==> config.mk <==
export PLATFORM = sky130hd
export DESIGN_NAME = word_demux
export DESIGN_NICKNAME = d
export VERILOG_FILES = /design/src/rtl/word_demux.sv
export SDC_FILE = /design/constraint.sdc
export NUM_CORES = 1
export LEC_CHECK = 0
export CAP_MARGIN = 20
export CORE_ASPECT_RATIO = 1.1
export CORE_UTILIZATION = 33
export CTS_CLUSTER_DIAMETER = 30
export DETAILED_ROUTE_END_ITERATION = 16
export DONT_BUFFER_PORTS = 1
export GPL_ROUTABILITY_DRIVEN = 0
export GPL_TIMING_DRIVEN = 0
export PLACE_DENSITY_LB_ADDON = 0.1
export SYNTH_ARGS = -nofsm -noshare
export SYNTH_HDL_FRONTEND = slang
export SYNTH_SLANG_ARGS = --single-unit
==> constraint.sdc <==
create_clock -name clk -period 3.6 [get_ports clk]
set_input_delay 0.72 -clock clk [delete_from_list [all_inputs] [get_ports clk]]
set_output_delay 0.72 -clock clk [all_outputs]
set_load 0.05 [all_outputs]
==> src/rtl/word_demux.sv <==
// word_demux: buffered 1-to-2 word distributor.
//   One WIDTH-bit word per cycle enters on a valid/ready input and is steered
//   by in_sel into channel A (sel=1) or channel B (sel=0). Each channel owns a
//   DEPTH-entry FIFO with its own valid/ready output, so a stalled consumer on
//   one channel never blocks the other.
// Ports:
//   clk, rst_n                  clock, async active-low reset
//   in_valid/in_ready/in_sel/in_data   input handshake and routing select
//   a_valid/a_ready/a_data/a_level     channel A head and occupancy
//   b_valid/b_ready/b_data/b_level     channel B head and occupancy

// Per-channel FIFO lane.
module word_demux_fifo #(
  parameter int WIDTH = 32,
  parameter int DEPTH = 2,
  parameter int LW    = $clog2(DEPTH+1),
  parameter int PW    = $clog2(DEPTH)
) (
  input  logic             clk,
  input  logic             rst_n,
  input  logic             push,
  input  logic [WIDTH-1:0] wdata,
  input  logic             ready,
  output logic             valid,
  output logic [WIDTH-1:0] data,
  output logic [LW-1:0]    level,
  output logic             full
);
  logic [DEPTH-1:0][WIDTH-1:0] mem;
  logic [PW-1:0]               wr_ptr, rd_ptr;
  logic                        pop;

  assign valid = (level != '0);
  assign full  = (level == LW'(DEPTH));
  // Empty-gating keeps the head at zero after reset without clearing memory.
  assign data  = valid ? mem[rd_ptr] : '0;
  assign pop   = valid & ready;

  always_ff @(posedge clk or negedge rst_n) begin
    if (!rst_n) begin
      wr_ptr <= '0;
      rd_ptr <= '0;
      level  <= '0;
    end else begin
      if (push) wr_ptr <= wr_ptr + 1'b1;  // DEPTH is a power of two: wraps naturally
      if (pop)  rd_ptr <= rd_ptr + 1'b1;
      case ({push, pop})
        2'b10:   level <= level + 1'b1;
        2'b01:   level <= level - 1'b1;
        default: level <= level;
      endcase
    end
  end

  // Storage needs no reset: nothing is visible until level says so.
  always_ff @(posedge clk) begin
    if (push) mem[wr_ptr] <= wdata;
  end
endmodule

module word_demux #(
  parameter int WIDTH = 32,
  parameter int DEPTH = 2
) (
  input  logic                       clk,
  input  logic                       rst_n,
  input  logic                       in_valid,
  output logic                       in_ready,
  input  logic                       in_sel,
  input  logic [WIDTH-1:0]           in_data,
  output logic                       a_valid,
  input  logic                       a_ready,
  output logic [WIDTH-1:0]           a_data,
  output logic [$clog2(DEPTH+1)-1:0] a_level,
  output logic                       b_valid,
  input  logic                       b_ready,
  output logic [WIDTH-1:0]           b_data,
  output logic [$clog2(DEPTH+1)-1:0] b_level
);
  localparam int NUM_LANES = 2;   // lane 1 = A, lane 0 = B, matching in_sel
  localparam int LW        = $clog2(DEPTH+1);

  logic [NUM_LANES-1:0]            push, rdy, vld, full;
  logic [NUM_LANES-1:0][WIDTH-1:0] dat;
  logic [NUM_LANES-1:0][LW-1:0]    lvl;

  // Full blocks the input even if a pop frees a slot this cycle: in_ready
  // depends only on registered level and in_sel.
  assign in_ready = ~full[in_sel];
  assign rdy      = {a_ready, b_ready};

  for (genvar l = 0; l < NUM_LANES; l++) begin : g_lane
    assign push[l] = in_valid & ~full[l] & (in_sel == l[0]);
    word_demux_fifo #(.WIDTH(WIDTH), .DEPTH(DEPTH)) u_fifo (
      .clk   (clk),
      .rst_n (rst_n),
      .push  (push[l]),
      .wdata (in_data),
      .ready (rdy[l]),
      .valid (vld[l]),
      .data  (dat[l]),
      .level (lvl[l]),
      .full  (full[l])
    );
  end

  assign a_valid = vld[1];
  assign a_data  = dat[1];
  assign a_level = lvl[1];
  assign b_valid = vld[0];
  assign b_data  = dat[0];
  assign b_level = lvl[0];
endmodule

==> reports/summary.txt <==
crit path to - b_data[26]
final core utilization - 0.4019
Ports - 109
unique cell type count in the Yosys netlist - 18
clock slew at reported path FFs - 0.06 ns
commonest non-fill, non-tap cell in the layout - edfxtp_1
GRT overflow - 0
DRC viols - 0
Synth Area in Compound Gates - 0
Mapped Avg Cell Area - 17.06 sq um
WHS - 0.4007 ns
Mapped Nets - 349
crit-path max FO - 10
drt pass-1 iters - 6
share of cells above drive strength 1 - 0.1676
Total Negative Setup Slacks - 0 ns
DP HPWL - 7067 microns
Slew Limit Headroom - 0.3086
Site Rows - 48
largest net degree at the start of global routing - 25
Synth Register Bits - 136
Via density - 4.643
Ant. Diodes - 0
clock skew - 0.005085 ns
main combinational cell family by area after synthesis - multiplexers
Post-Synthesis Cells - 309
Post-CTS Setup Bufs - 0
dominant cells by area after synthesis - edfxtp_1, mux2i_1, nor2_1, dfrtp_1, buf_6
Synth Cell Area - 5273 sq um
Die Width - 122.5 microns
root buf cell - clkbuf_16
die area - 16490 sq um
Max Cap Viol - 0
Final period util - 0.8592
vias in the first global route - 2551
worst hold path class - in -> reg
Yosys top cell area share - 0.7290
CTS tree - done
final wirelength - 11080 microns
initial core utilization - 0.3364
R2R setup slack - 1.50 ns
clk buf depth - 2
crit end category - output port
simple-gate share of the synthesized area - 0.06383
clk sink count - 136
H-tree depth - 4
fin nets - 373
Vias - 2535
mux share of post-synthesis cell area - 0.1236
outcome - complete, no violations
worst r2r path cells - 7
post-synthesis adder-cell area fraction - 0.004746
Crit path required time - 2.88 ns
sequential share of the synthesized area - 0.7670
final hold vios - 0
Avg WL per Cell - 20.29 microns
RSZ-0062 raised after global routing - false
first-pass GRT wire length - 16020 microns
reg2reg start - g_lane[1].u_fifo.level[0]
Startpoint Class - flop
Die H - 134.6 microns
Final setup violation count - 0
Tot GR Track Use - 0.1414
Post-Synth XOR/XNOR Area - 0.01661
initial antenna violation count - 0
drt initial violations - 90
post-synth top area cell - edfxtp_1
Period minus WS final - 3.093 ns
IO buf count - 0
RR Endpoint - g_lane[1].u_fifo.level[1]
WS Path Type - reg -> out
Arr. time, crit path - 2.37 ns
max frequency - 323.3 MHz
Routed Antenna Nets - 0
Layout Cells excl Fill - 546
Synthesis Warnings - 0
area delta synth->final - 19.48%
placed cell count - 513
most frequent cells in the layout - edfxtp_1, nor2_1, mux2i_1, clkbuf_16, dfrtp_1
crit path from - g_lane[0].u_fifo.level[0]
worst skew pair latency - 0.41 ns
CORE AREA - 15680 sq um
final slew viol count - 0
cts bufs inserted - 17
CTS resizes - 0
Slew @ Worst Pin - 1.033 ns
[cell type report]
type,count,area [sq um]
sequential,136,4044
clock inverter,15,231.5
timing repair buffer,5,90.09
multi-input combinational,155,1131
clock buffer,17,425.4
tap,200,250.2
buffer,14,112.6
fill,1429,9375
inverter,4,15.01
[timing repair]
| action | 4_1_cts | 5_1_grt |
|---|---|---|
| endpoints found under the setup margin | 0 | 0 |
| hold buffers | 1 | 0 |
| hold endpoints to repair | 8 | 0 |
[critical path, stage by stage (launching register included)]
cell	delay, ns
dfrtp_1	0.76
nor2_4	0.14
buf_2	0.24
nor2_1	0.82
[registers in the layout (all words and copies together), names as in the netlist]
name and count:
g_lane.u_fifo.rd_ptr 2, g_lane.u_fifo.wr_ptr 2, g_lane.u_fifo.level 4, g_lane.u_fifo.mem 128
[per-layer routing]
layer | vias up | global-route usage | share of wire
met5 | - | 0 | 0
met2 | 76 | 0.2250 | 0.49
li1 | 1177 | - | -
met4 | 0 | 0.05691 | 0.013
met1 | 1270 | 0.1664 | 0.42
met3 | 12 | 0.06208 | 0.072
[how the worst min path moves through the flow]
stage,startpoint,end,slack [ns],cells after the start
3_5_place_dp,rst_n,g_lane[1].u_fifo.level[1],0.42,0
5_1_grt,in_data[16],g_lane[0].u_fifo.mem[48],0.38,0
4_1_cts,in_data[13],g_lane[0].u_fifo.mem[13],0.38,0
6_report,in_data[10],g_lane[1].u_fifo.mem[10],0.40,0
3_3_place_gp,rst_n,g_lane[1].u_fifo.level[1],0.42,0
2_1_floorplan,rst_n,g_lane[0].u_fifo.level[0],0.42,0
[synth_stat cells]
| master | n |
|---|---|
| nand3b_2 | 1 |
| nor2_4 | 2 |
| and2_4 | 2 |
| ha_1 | 2 |
| edfxtp_1 | 128 |
| buf_2 | 6 |
| inv_2 | 1 |
| buf_4 | 2 |
| mux2_2 | 1 |
| dfrtp_1 | 8 |
| nor2_1 | 70 |
| nand2b_1 | 2 |
| xor2_1 | 4 |
| xnor2_1 | 6 |
| nand3_2 | 1 |
| mux2i_1 | 64 |
| buf_6 | 6 |
| inv_1 | 3 |
[kinds of logic after synthesis]
kind of cell             after synthesis
multiplexers                          65
flip-flops                           136
AND/OR/NAND/NOR                       78
adder cells (fa/ha/maj)                2
XOR/XNOR                              10
buffers and inverters                 18
[through the flow]
step / worst slack [ns] / cell area (sq um)
2_1_floorplan: 0.7488 / 5273
3_3_place_gp: -0.5868 / 5523
3_5_place_dp: 0.9192 / 5633
4_1_cts: 0.4659 / 6300
5_1_grt: 0.4197 / 6300
6_report: 0.5070 / 6300
Power is left out: the tool's default activity adds up to more than one toggle a clock period on the data nets, which glitch-free logic cannot reach.
